File: src/rtl/bram_to_median_window_controller.sv
// Sequencer that paces a K x K median-window engine over a BRAM-resident
// matrix: preload, per-column enables, row gaps and an inter-matrix gap.
module bram_to_median_window_controller #(
  parameter int unsigned WIN       = 5,
  parameter int unsigned OUT_COLS  = 5,
  parameter int unsigned OUT_ROWS  = 5,
  parameter int unsigned INIT_DLY  = 63,
  parameter int unsigned ROW_DLY   = 4,
  parameter int unsigned FRAME_DLY = 40
) (
  input  logic                          i_clk,
  input  logic                          i_rst_n,
  input  logic                          i_start,
  input  logic                          i_continuous,
  input  logic                          i_stall,
  input  logic                          i_abort,
  output logic [2:0]                    o_state,
  output logic                          o_enable,
  output logic                          o_first_col,
  output logic [$clog2(OUT_COLS)-1:0]   o_col_idx,
  output logic [$clog2(OUT_ROWS+1)-1:0] o_row_idx,
  output logic                          o_busy,
  output logic                          o_frame_done,
  output logic [2:0]                    o_win
);

  localparam int unsigned MAX_A = (INIT_DLY > ROW_DLY) ? INIT_DLY : ROW_DLY;
  localparam int unsigned MAX_B = (FRAME_DLY > OUT_COLS) ? FRAME_DLY : OUT_COLS;
  localparam int unsigned MAX_D = (MAX_A > MAX_B) ? MAX_A : MAX_B;
  localparam int unsigned CW    = $clog2(MAX_D) + 1;
  localparam int unsigned CLW   = $clog2(OUT_COLS);
  localparam int unsigned RW    = $clog2(OUT_ROWS + 1);

  localparam logic [CW-1:0]  INIT_LAST  = CW'(INIT_DLY - 1);
  localparam logic [CW-1:0]  ROW_LAST   = CW'(ROW_DLY - 1);
  localparam logic [CW-1:0]  FRAME_LAST = CW'(FRAME_DLY - 1);
  localparam logic [CLW-1:0] COL_LAST   = CLW'(OUT_COLS - 1);
  localparam logic [RW-1:0]  ROWS_END   = RW'(OUT_ROWS);

  typedef enum logic [2:0] {
    ST_IDLE         = 3'd0,
    ST_PRELOAD      = 3'd1,
    ST_EN_FIRST_COL = 3'd2,
    ST_EN_COL       = 3'd3,
    ST_EN_NEW_ROW   = 3'd4,
    ST_WAIT_MATRIX  = 3'd5
  } state_t;

  state_t         r_state;
  logic [CW-1:0]  r_cnt;
  logic [CLW-1:0] r_col;
  logic [RW-1:0]  r_row;

  state_t         w_state_nxt;
  logic [CW-1:0]  w_cnt_nxt;
  logic [CLW-1:0] w_col_nxt;
  logic [RW-1:0]  w_row_nxt;
  logic [RW-1:0]  w_row_inc;

  // State, delay counter and index registers
  always_ff @(posedge i_clk or negedge i_rst_n) begin
    if (!i_rst_n) begin
      r_state <= ST_IDLE;
      r_cnt   <= '0;
      r_col   <= '0;
      r_row   <= '0;
    end else begin
      r_state <= w_state_nxt;
      r_cnt   <= w_cnt_nxt;
      r_col   <= w_col_nxt;
      r_row   <= w_row_nxt;
    end
  end

  // Next-state and counter/index update; abort beats stall beats normal flow
  always_comb begin
    w_state_nxt = r_state;
    w_cnt_nxt   = r_cnt;
    w_col_nxt   = r_col;
    w_row_nxt   = r_row;
    w_row_inc   = RW'(r_row + 1'b1);
    if (i_abort) begin
      w_state_nxt = ST_IDLE;
      w_cnt_nxt   = '0;
      w_col_nxt   = '0;
      w_row_nxt   = '0;
    end else if (!i_stall) begin
      case (r_state)
        ST_IDLE: begin
          if (i_start) begin
            w_state_nxt = ST_PRELOAD;
            w_cnt_nxt   = '0;
          end
        end
        ST_PRELOAD: begin
          if (r_cnt == INIT_LAST) begin
            w_state_nxt = ST_EN_FIRST_COL;
            w_cnt_nxt   = '0;
            w_col_nxt   = '0;
          end else begin
            w_cnt_nxt = CW'(r_cnt + 1'b1);
          end
        end
        ST_EN_FIRST_COL: begin
          w_state_nxt = ST_EN_COL;
          w_col_nxt   = CLW'(1);
        end
        ST_EN_COL: begin
          if (r_col == COL_LAST) begin
            w_state_nxt = ST_EN_NEW_ROW;
            w_col_nxt   = '0;
            w_cnt_nxt   = '0;
          end else begin
            w_col_nxt = CLW'(r_col + 1'b1);
          end
        end
        ST_EN_NEW_ROW: begin
          if (r_cnt == ROW_LAST) begin
            w_cnt_nxt   = '0;
            w_row_nxt   = w_row_inc;
            w_state_nxt = (w_row_inc == ROWS_END) ? ST_WAIT_MATRIX : ST_EN_FIRST_COL;
          end else begin
            w_cnt_nxt = CW'(r_cnt + 1'b1);
          end
        end
        ST_WAIT_MATRIX: begin
          if (r_cnt == FRAME_LAST) begin
            w_cnt_nxt   = '0;
            w_row_nxt   = '0;
            w_state_nxt = i_continuous ? ST_EN_FIRST_COL : ST_IDLE;
          end else begin
            w_cnt_nxt = CW'(r_cnt + 1'b1);
          end
        end
        default: begin
          w_state_nxt = ST_IDLE;
          w_cnt_nxt   = '0;
          w_col_nxt   = '0;
          w_row_nxt   = '0;
        end
      endcase
    end
  end

  // Strobes decode from registered state and are gated by stall in the same cycle
  assign o_enable     = ((r_state == ST_EN_FIRST_COL) || (r_state == ST_EN_COL)) && !i_stall;
  assign o_first_col  = (r_state == ST_EN_FIRST_COL) && !i_stall;
  assign o_frame_done = (r_state == ST_WAIT_MATRIX) && (r_cnt == '0) && !i_stall;
  assign o_busy       = (r_state != ST_IDLE);
  assign o_state      = r_state;
  assign o_col_idx    = r_col;
  assign o_row_idx    = r_row;
  assign o_win        = 3'(WIN);

endmodule
File: config.mk
export PLATFORM = sky130hd
export DESIGN_NAME = bram_to_median_window_controller
export DESIGN_NICKNAME = d
export VERILOG_FILES = /design/src/rtl/bram_to_median_window_controller.sv
export SDC_FILE = /design/constraint.sdc
export NUM_CORES = 1
export LEC_CHECK = 0
export ABC_AREA = 0
export BUFFER_PORTS_ARGS = -buffer_cell sky130_fd_sc_hd__buf_4
export CORE_UTILIZATION = 25
export CTS_CLUSTER_DIAMETER = 80
export DETAILED_ROUTE_END_ITERATION = 8
export MAX_ROUTING_LAYER = met4
export PLACE_DENSITY = 0.38
export RECOVER_POWER = 25
export SYNTH_ARGS = -nofsm -noshare
export SYNTH_HDL_FRONTEND = slang
export SYNTH_SLANG_ARGS = --single-unit
File: constraint.sdc
create_clock -name i_clk -period 3.1 [get_ports i_clk]
set_input_delay 0.31 -clock i_clk [delete_from_list [all_inputs] [get_ports i_clk]]
set_output_delay 0.31 -clock i_clk [all_outputs]
set_load 0.01 [all_outputs]
# Yosys cells after proc, flatten, opt, wreduce, memory -nomap -nowiden
# Index checks and enable logic that the tools add are counted.
dict set report word_totals {
  regBits 16
  input_bits 6
  output_inout_bits 16
  wordCells 69
}
dict set report op_classes {
  add_sub_neg 3
  n_eq_ne 19
  n_mux 28
  reduce_logical 15
}
# op count
set op_table {}
lappend op_table {{7-bit two-way mux} 7}
lappend op_table {{3-bit two-way mux} 16}
lappend op_table {{7-bit one-hot mux with 6 select lines} 1}
lappend op_table {{3-bit one-hot mux with 6 select lines} 1}
lappend op_table {{3-bit != test (second input constant)} 5}
lappend op_table {{7-bit by 6-bit == test with 1-bit output (second input constant)} 2}
lappend op_table {{3-bit == test (second input constant)} 4}
lappend op_table {{3-bit one-hot mux with 4 select lines} 1}
lappend op_table {{3-bit one-hot mux with 3 select lines} 1}
lappend op_table {{4-bit AND reduction} 2}
lappend op_table {{7-bit by 1-bit adder with 7-bit output (second input constant)} 1}
lappend op_table {{7-bit by 2-bit == test with 1-bit output (second input constant)} 1}
lappend op_table {{7-bit logical NOT} 1}
lappend op_table {{3-bit by 1-bit adder with 3-bit output (second input constant)} 2}
lappend op_table {{3-bit by 2-bit == test with 1-bit output (second input constant)} 2}
lappend op_table {{2-bit by 1-bit != test with 1-bit output (second input constant)} 3}
lappend op_table {{6-bit AND reduction} 1}
lappend op_table {{1-bit logical AND} 4}
lappend op_table {{4-bit OR reduction} 1}
lappend op_table {{3-bit by 1-bit == test with 1-bit output (second input constant)} 1}
lappend op_table {{3-bit logical NOT} 1}
lappend op_table {{3-bit AND reduction} 1}
lappend op_table {{3-bit nonzero test} 1}
lappend op_table {{3-bit OR reduction} 1}
lappend op_table {{other kinds (4)} 4}

# Longest topological paths before layout
dict set report depth {
  depth_word 7
  mapped_depth 8
  ltp_nobuf 7
}

# Worst setup path before layout
# No wires, ideal clock.
dict set report synth_path {
  path_type {register -> register}
  start {reg r_cnt[1]}
  end {reg r_cnt[4]}
  arrival_ns 1.618
  required_ns 2.979
  setup_slack_ns 1.361
  path_stages_with_launch 8
  path_buffers 1
  period_less_slack_ns 1.739
  path_cell_list {dfrtp_1 > ha_1 > nor4b_4 > o211ai_1 > and4b_1 > buf_6 > nor2b_4 > a22o_1}
}
dict set report synth_between {
  elab_chain_len 5
}
# item line_no
set synth_lines {}
lappend synth_lines {{from (decl)} 50} ;# logic [CW-1:0] r_cnt;
lappend synth_lines {{from (signal assigned)} 69} ;# r_cnt <= w_cnt_nxt;
lappend synth_lines {{7-bit by 1-bit adder with 7-bit output, or another cell as far along} {101, 123, 132}}
lappend synth_lines {{7-bit two-way mux, on equally long branches} {127, 118, 96}}
lappend synth_lines {{7-bit one-hot mux with 6 select lines (*)} 88} ;# case (r_state)
lappend synth_lines {{7-bit two-way mux (*)} 87} ;# end else if (!i_stall) begin
lappend synth_lines {{7-bit two-way mux (*)} 82} ;# if (i_abort) begin
# Mark *: on every way between the ends. The rest lies on a longest branch, timed or not. The select of a mux whose other input is x is not followed.
# A chain may end at the register's enable or synchronous reset.

# Worst setup path in the final report
dict set report layout_path {
  start {reg r_state[2], in the netlist o_state[2]}
  end {out o_frame_done}
}
dict set report layout_between {
  elab_chain_len 3
}
# item line_no
set layout_lines {}
lappend layout_lines {{from (decl)} 49} ;# state_t r_state;
lappend layout_lines {{from (signal assigned)} 68} ;# r_state <= w_state_nxt;
lappend layout_lines {{3-bit == test} 148} ;# assign o_frame_done = (r_state == ST_WAIT_MATRIX) && (r_cnt == '0) && !i_stall;
lappend layout_lines {{1-bit logical AND (2 in series)} 148}
lappend layout_lines {{to (decl)} 23} ;# output logic o_frame_done,
# Every way passes these cells.

==> out/results.tsv <==
stage	metric	value	unit
synth	synthTopCellsByCount	nand2_1, dfrtp_1, inv_1, o21ai_0, nor2_1	
layout	layout-drive-gt1-share	19.41	%
worst_setup_path	r2r_end	o_col_idx[1]	
pwr	power_density	486.7	nW/um^2
route	drc	0	
timing	slew_headroom	36.36	%
worst_setup_path	r2r_slack	1040	ps
route	vias_per_cell	4.792	
worst_setup_path	rr_startpoint	o_state[0]	
synth	yosys_most_used_dff	dfrtp_1	
die	die_x	74.91	um
worst_setup_path	worstSetupPathType	reg -> out	
cts	clk-insertion-delay-late	250	ps
synth	syn_avg_cell_area	8.305	um^2
route	vias	1150	
place	gp_congestion	0.7847	
timing	min_period	2102	ps
synth	synth_xor_area_share	1.318	%
die	die-height	74.91	um
synth	syn_area	1329	um^2
worst_setup_path	end_kind	output pin	
layout	num-nets-final	185	
die	core-area	5107	um^2
timing	setup_viol	0	
pwr	worst_ir_drop_vdd	0.0001584	V
global_routing	antenna_found_initial	0	
die	die-area	5611	um^2
die	row_count	26	
place	hpwl	2.426	mm
cts	cts.path.max_buffers	2	
timing	hold_violations	0	
route	ant_nets	0	
synth	synth-adder-area-share	6.591	%
cts	postCtsSetupRepairBufs	0	
global_routing	grt_pass1_wl	5.664	mm
synth	yosys.area.top_type	dfrtp_1	
global_routing	overflow	0	
timing	fmax	475.8	MHz
synth	yosys_warnings	0	
route	wl	3.293	mm
synth	synth-async-reset-ratio	100.0	%
synth	netlist_instances	160	
global_routing	track_usage	13.97	%
place	post_dp_cell_area	1460	um^2
place	io_buffers	18	
synth	synth_top_family_by_area	simple AND/OR/NAND/NOR gates	
worst_setup_path	critPathLaunch	o_state[2]	
cts	cts_hold_buf	1	
outcome	status	completed	
cts	cts-buffers-inserted	3	
pwr	leakage	0.6489	nW
worst_hold_path	min-delay-start	i_abort	
run	cap_viol_max_count	0	
layout	num_antenna_cells	0	
synth	synth-edff-count	0	
layout	fin_area	1508	um^2
route	wl_per_cell	13.72	um
cts	cts_resized	0	
worst_hold_path	min_path_cells	2	
synth	synth_seq_area_share	30.13	%
cts	cts.clk_slew.worst_paths	70	ps
worst_setup_path	worstPathArrival	1790	ps
synth	muxShareOfSynthArea	0.7533	%
global_routing	grt_pass1_vias	1159	
cts	clock_sinks	16	
synth	ys_types	50	
timing	final.period_utilization	67.80	%
timing	fin_skew	3.522	ps
worst_setup_path	worstPathRequired	2790	ps
synth	synth_simple_gate_area_share	31.64	%
route	drt_iter0_markers	73	
worst_setup_path	startpoint_type	register	
global_routing	grt_max_degree	20	
synth	synth_compound_area_share	18.74	%
synth	synth.top_cells.by_area	dfrtp_1, ha_1, nand2_1, o21ai_0, nor4_1	
die	io_pins	22	
route	firstDrtPassIters	4	
layout	syn2layout_area_growth	13.47	%
cts	cts_root_buf	clkbuf_8	
synth	post-synth-top-count-cell	nand2_1	
worst_setup_path	crit_end	o_frame_done	
timing	tightest_slew	954.6	ps
pwr	power.total	733.8	uW
cts	htreeDepth	1	
timing	drv_slew	0	
worst_setup_path	r2r_cells	5	
timing	rsz0062_at_grt	no	
worst_setup_path	cp_max_fo	19	
worst_hold_path	hold_class	in -> reg	
timing	tns	0	ps
die	start_util	26.02	%
cts	cts_tree	done	
synth	ys_seq_elements	16	
synth	synth.top_cell.area_share	30.13	%
## metal layers
layer	GRT usage [%]	vias up	routed length [um]
li1	-	582	-
met2	20.72	20	1471
met1	19.03	544	1675
met3	2.008	4	105
met5	-	-	0
met4	5.660	0	41
## state kept, by name (all words and copies together) (netlist names)
name,cells
o_row_idx,3
o_col_idx,3
o_state,3
r_cnt,7
## layout by cell type (no fill, tap or decap), drive strengths merged, types with 2 or more instances in the layout
| master | netlist | routed |
|---|---|---|
| a21o | 3 | 3 |
| a21oi | 4 | 4 |
| a22o | 4 | 4 |
| a31oi | 3 | 3 |
| and2 | 2 | 2 |
| buf | 11 | 17 |
| clkbuf | 2 | 4 |
| conb | 2 | 3 |
| dfrtp | 16 | 16 |
| ha | 7 | 7 |
| inv | 11 | 11 |
| nand2 | 19 | 19 |
| nand2b | 3 | 3 |
| nand3 | 5 | 5 |
| nor2 | 8 | 8 |
| nor2b | 4 | 4 |
| nor3 | 6 | 6 |
| nor4 | 7 | 7 |
| o211ai | 3 | 3 |
| o21ai | 13 | 13 |
| o21bai | 2 | 2 |
| o22ai | 2 | 2 |
| or3 | 8 | 8 |
## worst min-delay path by stage
stage | slack, ps | to
after floorplan | 10 | o_col_idx[0]
after global placement | 190 | o_state[1]
after detailed placement | 200 | o_state[1]
after CTS | 310 | o_row_idx[0]
after global routing | 320 | o_row_idx[0]
final | 310 | o_row_idx[0]
## cell type report
| class | instances | area, um^2 |
|---|---|---|
| Tap cell | 70 | 87.58 |
| Fill cell | 574 | 3600 |
| Multi-Input combinational cell | 121 | 795.8 |
| Inverter | 11 | 41.29 |
| Sequential cell | 16 | 400.4 |
| Clock buffer | 3 | 41.29 |
| Timing Repair Buffer | 19 | 141.4 |
## where the power goes
group,switching [mW],leakage [nW],internal (mW),total (mW)
combinational,0.146,0.407,0.132,0.278
clock,0.0732,0.0216,0.0862,0.159
sequential,0.0681,0.221,0.228,0.297
## worst max-delay path, stage by stage (launching register included)
cell and delay (ps):
dfrtp_1 680, nand2b_1 220, nor4_1 440, buf_4 200
## logic make-up (layout without fill, tap and decap cells)
| family | after synthesis | after routing |
|---|---|---|
| AO/OA/AOI/OAI | 37 | 37 |
| XOR/XNOR | 2 | 2 |
| adder cells (fa/ha/maj) | 7 | 7 |
| buffers and inverters | 24 | 33 |
| flip-flops | 16 | 16 |
| multiplexers | 1 | 1 |
| other | 2 | 3 |
| AND/OR/NAND/NOR | 71 | 71 |
## stage by stage
step           hold slack (ps)  instances  utilization (%)  worst slack (ps)
6_report                 311.9        240            29.52             998.1
5_1_grt                  315.1        240            29.52             883.8
4_1_cts                  305.1        240            29.59             990.5
3_5_place_dp             195.8        236            28.59              1084
3_3_place_gp             194.8        236            28.59              1104
2_1_floorplan            14.41        161                -              1361
Note: power is estimated with default switching activity, not from simulation.
